<file path="src/rtl/cmos_frame_capture.sv">
// OV7670 byte-stream capture: assembles camera byte pairs into 12-bit RGB444
// pixels (RGB565 / RGB444 / YUYV-grey sources), optional 2:1 decimation,
// single-shot or continuous framing, frame counting and overrun flagging.
module cmos_frame_capture #(
  parameter int ACTIVE_COLUMNS  = 640,
  parameter int ACTIVE_ROWS     = 480,
  parameter int VRAM_ADDR_WIDTH = $clog2(ACTIVE_COLUMNS*ACTIVE_ROWS)
) (
  input  logic                       clk_i,
  input  logic                       reset_i,
  input  logic                       byte_valid_i,
  input  logic                       vsync_cmos_i,
  input  logic                       href_cmos_i,
  input  logic [7:0]                 pixel_data_cmos_i,
  input  logic                       start_i,
  input  logic                       continuous_i,
  input  logic [1:0]                 mode_i,
  input  logic                       decimate_i,
  output logic                       wr_en_o,
  output logic [VRAM_ADDR_WIDTH-1:0] wr_addr_o,
  output logic [11:0]                wr_data_o,
  output logic                       busy_o,
  output logic                       frame_done_o,
  output logic [15:0]                frame_count_o,
  output logic                       overrun_o
);
  localparam int AW = VRAM_ADDR_WIDTH;
  localparam int CW = $clog2(ACTIVE_COLUMNS+1);
  localparam int RW = $clog2(ACTIVE_ROWS+1);
  // Counters saturate at the window size so a long row/frame can never wrap
  // back into the window.
  localparam logic [CW-1:0] COL_END    = CW'(ACTIVE_COLUMNS);
  localparam logic [RW-1:0] ROW_END    = RW'(ACTIVE_ROWS);
  localparam logic [AW-1:0] STRIDE     = AW'(ACTIVE_COLUMNS);
  localparam logic [AW-1:0] STRIDE_DEC = AW'(ACTIVE_COLUMNS/2);

  typedef enum logic [1:0] {S_IDLE, S_ARM, S_CAPTURE, S_DONE} state_t;
  state_t state, state_nxt;

  logic          vsync_q, href_q;
  logic [1:0]    mode_r;
  logic          dec_r;
  logic          phase;
  logic [7:0]    b0;
  logic [CW-1:0] col;
  logic [RW-1:0] row;
  logic [AW-1:0] addr, row_base, row_base_nxt;
  logic          vsync_rise, vsync_fall, href_fall;
  logic          byte_take, in_win, row_kept, keep_pix;
  logic [11:0]   pix;

  assign vsync_rise = vsync_cmos_i & ~vsync_q;
  assign vsync_fall = ~vsync_cmos_i & vsync_q;
  assign href_fall  = ~href_cmos_i & href_q;
  // The byte coinciding with href falling still belongs to the ending row.
  assign byte_take  = (state == S_CAPTURE) & byte_valid_i & (href_cmos_i | href_q);
  assign in_win     = (col < COL_END) && (row < ROW_END);
  assign row_kept   = ~dec_r | ~row[0];
  assign keep_pix   = in_win & (~dec_r | (~col[0] & ~row[0]));
  // Skipped (odd) rows of a decimated frame occupy no VRAM.
  assign row_base_nxt = row_base + (dec_r ? (row_kept ? STRIDE_DEC : AW'(0)) : STRIDE);
  assign busy_o     = (state == S_ARM) || (state == S_CAPTURE);

  // Pixel assembly from the stored first byte and the current second byte.
  always_comb begin
    pix = {b0[3:0], pixel_data_cmos_i};
    case (mode_r)
      2'd0:    pix = {b0[7:4], b0[2:0], pixel_data_cmos_i[7], pixel_data_cmos_i[4:1]};
      2'd2:    pix = {3{b0[7:4]}};
      default: pix = {b0[3:0], pixel_data_cmos_i};
    endcase
  end

  // State register.
  always_ff @(posedge clk_i) begin
    if (reset_i) state <= S_IDLE;
    else         state <= state_nxt;
  end

  // Next-state: frames are only entered on a vsync falling edge.
  always_comb begin
    state_nxt = state;
    case (state)
      S_IDLE:    if (start_i | continuous_i) state_nxt = S_ARM;
      S_ARM:     if (vsync_fall) state_nxt = S_CAPTURE;
      S_CAPTURE: if (vsync_rise) state_nxt = S_DONE;
      S_DONE:    state_nxt = continuous_i ? S_ARM : S_IDLE;
      default:   state_nxt = S_IDLE;
    endcase
  end

  // Datapath: edge history, counters, incremental addressing, write port.
  always_ff @(posedge clk_i) begin
    if (reset_i) begin
      vsync_q <= 1'b0; href_q <= 1'b0;
      mode_r <= 2'd0; dec_r <= 1'b0;
      phase <= 1'b0; b0 <= 8'd0;
      col <= '0; row <= '0; addr <= '0; row_base <= '0;
      wr_en_o <= 1'b0; wr_addr_o <= '0; wr_data_o <= 12'd0;
      frame_done_o <= 1'b0; frame_count_o <= 16'd0; overrun_o <= 1'b0;
    end else begin
      vsync_q      <= vsync_cmos_i;
      href_q       <= href_cmos_i;
      wr_en_o      <= 1'b0;
      frame_done_o <= 1'b0;
      case (state)
        S_IDLE, S_ARM: begin
          mode_r <= mode_i; dec_r <= decimate_i;
          phase <= 1'b0; col <= '0; row <= '0; addr <= '0; row_base <= '0;
          if (state == S_IDLE && (start_i | continuous_i)) overrun_o <= 1'b0;
        end
        S_CAPTURE: begin
          if (byte_take) begin
            phase <= ~phase;
            if (!phase) b0 <= pixel_data_cmos_i;
            else begin
              if (col != COL_END) col <= col + CW'(1);
              if (keep_pix) begin
                wr_en_o   <= 1'b1;
                wr_addr_o <= addr;
                wr_data_o <= pix;
                addr      <= addr + AW'(1);
              end else if (!in_win) begin
                overrun_o <= 1'b1;
              end
            end
          end
          // Row end overrides the byte update; a half pixel is discarded.
          if (href_fall) begin
            phase <= 1'b0;
            col   <= '0;
            if (row != ROW_END) row <= row + RW'(1);
            addr     <= row_base_nxt;
            row_base <= row_base_nxt;
          end
        end
        S_DONE: begin
          frame_done_o  <= 1'b1;
          frame_count_o <= frame_count_o + 16'd1;
        end
        default: ;
      endcase
    end
  end
endmodule

</file>
<file path="config.mk">
export PLATFORM = sky130hd
export DESIGN_NAME = cmos_frame_capture
export DESIGN_NICKNAME = d
export VERILOG_FILES = /design/src/rtl/cmos_frame_capture.sv
export SDC_FILE = /design/constraint.sdc
export NUM_CORES = 1
export LEC_CHECK = 0
export BUFFER_PORTS_ARGS = -buffer_cell sky130_fd_sc_hd__buf_2
export CORE_MARGIN = 5
export CORE_UTILIZATION = 30
export CTS_BUF_LIST = sky130_fd_sc_hd__clkbuf_16
export CTS_CLUSTER_DIAMETER = 40
export DETAILED_ROUTE_END_ITERATION = 7
export HOLD_SLACK_MARGIN = 0.02
export SYNTH_ARGS = -nofsm -noshare
export SYNTH_HDL_FRONTEND = slang
export SYNTH_SLANG_ARGS = --single-unit
</file>
<file path="constraint.sdc">
create_clock -name clk_i -period 2.5 [get_ports clk_i]
set_input_delay 0.75 -clock clk_i [delete_from_list [all_inputs] [get_ports clk_i]]
set_output_delay 0.75 -clock clk_i [all_outputs]
set_load 0.01 [all_outputs]
</file>
==> flow_summary.ini <==
[logic_synthesis]
yosysUniqueCellTypes = 58
yosys_warnings = 0
synth_fa_ha_area_frac = 0.0322
synthXorXnorAreaFrac = 0.0536
yosys.area_share.simple = 0.250
synth_ff_type = dfxtp_1
synth-compound-area-share = 0.156
synth_edf_count = 0
syn_inst = 696
yosysTopAreaCell = dfxtp_1
synth_nets = 727
synth.most_common_cell = nor2_1
yosys-top-cells-area = dfxtp_1 (41%), nor2_1 (8.4%), mux2i_1 (6.3%)
synth_common_cells = nor2_1 (128), dfxtp_1 (117), a21oi_1 (64)
async_flop_share = 0
synth_top_cell_area_share = 0.410
muxShareOfSynthArea = 0.0650
post_synth.cell_area_avg_sq_um = 8.22
synth_seq_cells = 117
synth_top_family_by_area = simple AND/OR/NAND/NOR gates
synth-seq-area-share = 0.410
netlist_area_sq_um = 5720

[critical_path]
crit_arrival_ns = 2.69
end_kind = flip-flop
reg2reg_setup_slack_ns = 0.16
cp.required_ns = 2.85
r2r-start = row[0]
critPathLaunchType = flip-flop
path_class = reg2reg
worstRegToRegCells = 10
worstPathMaxFanout = 5
r2r-end = row_base[18]

[status]
outcome = finished clean

[sta]
fin_crit_sh = 0.936
fin_tns_setup_ns = 0
grt_setup_unrepaired = false
worst_pin_slew_ns = 0.743
post-route-min-period_ns = 2.34
setup_viol = 0
final_max_slew_viol_count = 0
max_slew_margin = 0.504
hold_violations = 0
fin_skew_ns = 0.00871
max_clock_freq_mhz = 427
timing.hold.ws_ns = 0.465

[floorplanning]
io_pins = 69
core.rowCount = 50
die_x_microns = 148
die_area_sq_um = 21900
initial_core_util = 0.306
die_h_microns = 148
core_area_sq_um = 18700

[routing]
wl_per_cell_microns = 14.3
avgViaCountPerCell = 5.06
firstDrtPassIters = 5
post-route-drc-count = 0
drt_wl_total_mm = 14.7
via_count = 5189
drt_iter0_markers = 319
antenna_left = 0

[clock_network]
post_cts_buffers = 0
clk_pin_slew_worst_paths_ns = 0.05
cts_tree = built
cts_max_level = 4
cts_buffers = 17
cts_root_buf = clkbuf_16
clock_path_buffers = 2
clock-sinks = 117
clk-insertion-delay-late_ns = 0.42

[power]
p_comb_frac = 0.253
ir_worst_vdd_mv = 0.510
seq_power_share = 0.352
p_leak_uw = 0.00290
power_uw = 5800
clock_power_share = 0.395
internal_power_uw = 3930
power.density_nw_per_um2 = 833
switching_power_uw = 1870
netSwitchingFraction = 0.322

[placement]
io_buffer_count = 68
placed_cells = 993
hpwl_mm = 10.6
gp_congestion = 0.840

[finish]
n_fill_cell = 1961
final_nets = 809
layout.cells.non_filler = 1025
final_util = 0.373
drive_gt1_frac = 0.173
syn_to_final_growth_pct = 21.9
diodes = 0

[min_path]
min_path_type = reg2reg
min_to = row_base[6]
worstHoldPathCells = 2
hold_start = row_base[6]

[global_routing]
grt_antenna_before_repair = 1
grt_usage = 0.139
grt-ovfl-total = 0
grt_pass1_vias = 5046
grt_pass1_wl_mm = 24.7
grt_max_degree = 57

[run]
cap_violations = 0
## placed cells by master, fill, tap and decap left out, types with 8 or more instances in the layout
cell	n
nor3_1	16
ha_1	12
nand4_1	15
buf_2	68
xor2_1	27
o21ai_0	44
buf_4	27
nor2b_1	10
nand2_1	41
clkbuf_16	17
dfxtp_1	117
nor2_1	128
xnor2_1	8
and3_1	14
mux2i_1	36
inv_1	18
a21oi_1	64
nand3_1	26
## power by group through the flow
stage	combinational, uW	sequential (uW)	clock [uW]
2_1_floorplan	1000	2030	0
3_3_place_gp	1460	2080	0
3_5_place_dp	1470	2080	0
4_1_cts	1480	2040	2340
5_1_grt	1650	2060	2430
6_report	1470	2040	2290
## worst max-delay path by stage
| stage | from | end | slack [ns] | cells past startpoint |
|---|---|---|---|---|
| 3_5_place_dp | row[0] | row_base[14] | 0.06 | 11 |
| 4_1_cts | row[0] | row_base[14] | 0.04 | 11 |
| 2_1_floorplan | row[0] | row_base[14] | 0.12 | 11 |
| 5_1_grt | row[0] | row_base[18] | 0.007 | 10 |
| 6_report | row[0] | row_base[18] | 0.16 | 10 |
| 3_3_place_gp | row[0] | row_base[14] | 0.17 | 11 |
## cell families (layout without fill, tap and decap cells)
logic type / count (synthesis) / after routing
simple gates: 294 / 294
xor+xnor: 35 / 35
fa+ha+maj: 14 / 14
flops: 117 / 117
compound gates: 153 / 153
mux: 37 / 37
buf+inv: 46 / 141
## per-stage QoR
step,instance area (sq um),setup slack (ns)
after global placement,6410,0.165
after detailed placement,6410,0.0620
after floorplan,5720,0.117
after global routing,6970,0.00711
after CTS,6970,0.0412
final,6970,0.159
## critical path, stage by stage (launching register included)
cell and delay (ns):
dfxtp_1 0.30, nand2b_1 0.17, inv_1 0.08, ha_1 0.16, inv_1 0.05, fa_1 0.41, nor2b_1 0.18, a21o_1 0.13
a21oi_1 0.13, or4_1 0.52, a21oi_1 0.14
## cell type report
class                      count  area, sq um  share of cell area
multi-input combinational    533         3190               0.458
sequential                   117         2340               0.336
timing repair buffer          95          543              0.0779
clock buffer                  17          425              0.0610
tap                          234          293              0.0420
clock inverter                15          125              0.0180
inverter                      14         52.6             0.00754
## repair_timing
action | 4_1_cts | 5_1_grt
setup endpoints to repair | 0 | 2
hold buffers | 0 | 0
gates resized for setup | 0 | 1
## state kept, by name, indices dropped and copies added, names as in the netlist, 8 cells and up
name,cells
row_base,13
b0,8
wr_data_o,12
wr_addr_o,19
row,9
col,10
addr,19
frame_count_o,16
## layer usage
layer	global-route usage	wire [microns]	share of wire
met1	0.185	7030	0.48
met2	0.209	6240	0.42
met3	0.0475	1120	0.076
met5	0	11	0.00075
met4	0.0527	276	0.019
Note: power is estimated with default switching activity, not from simulation.
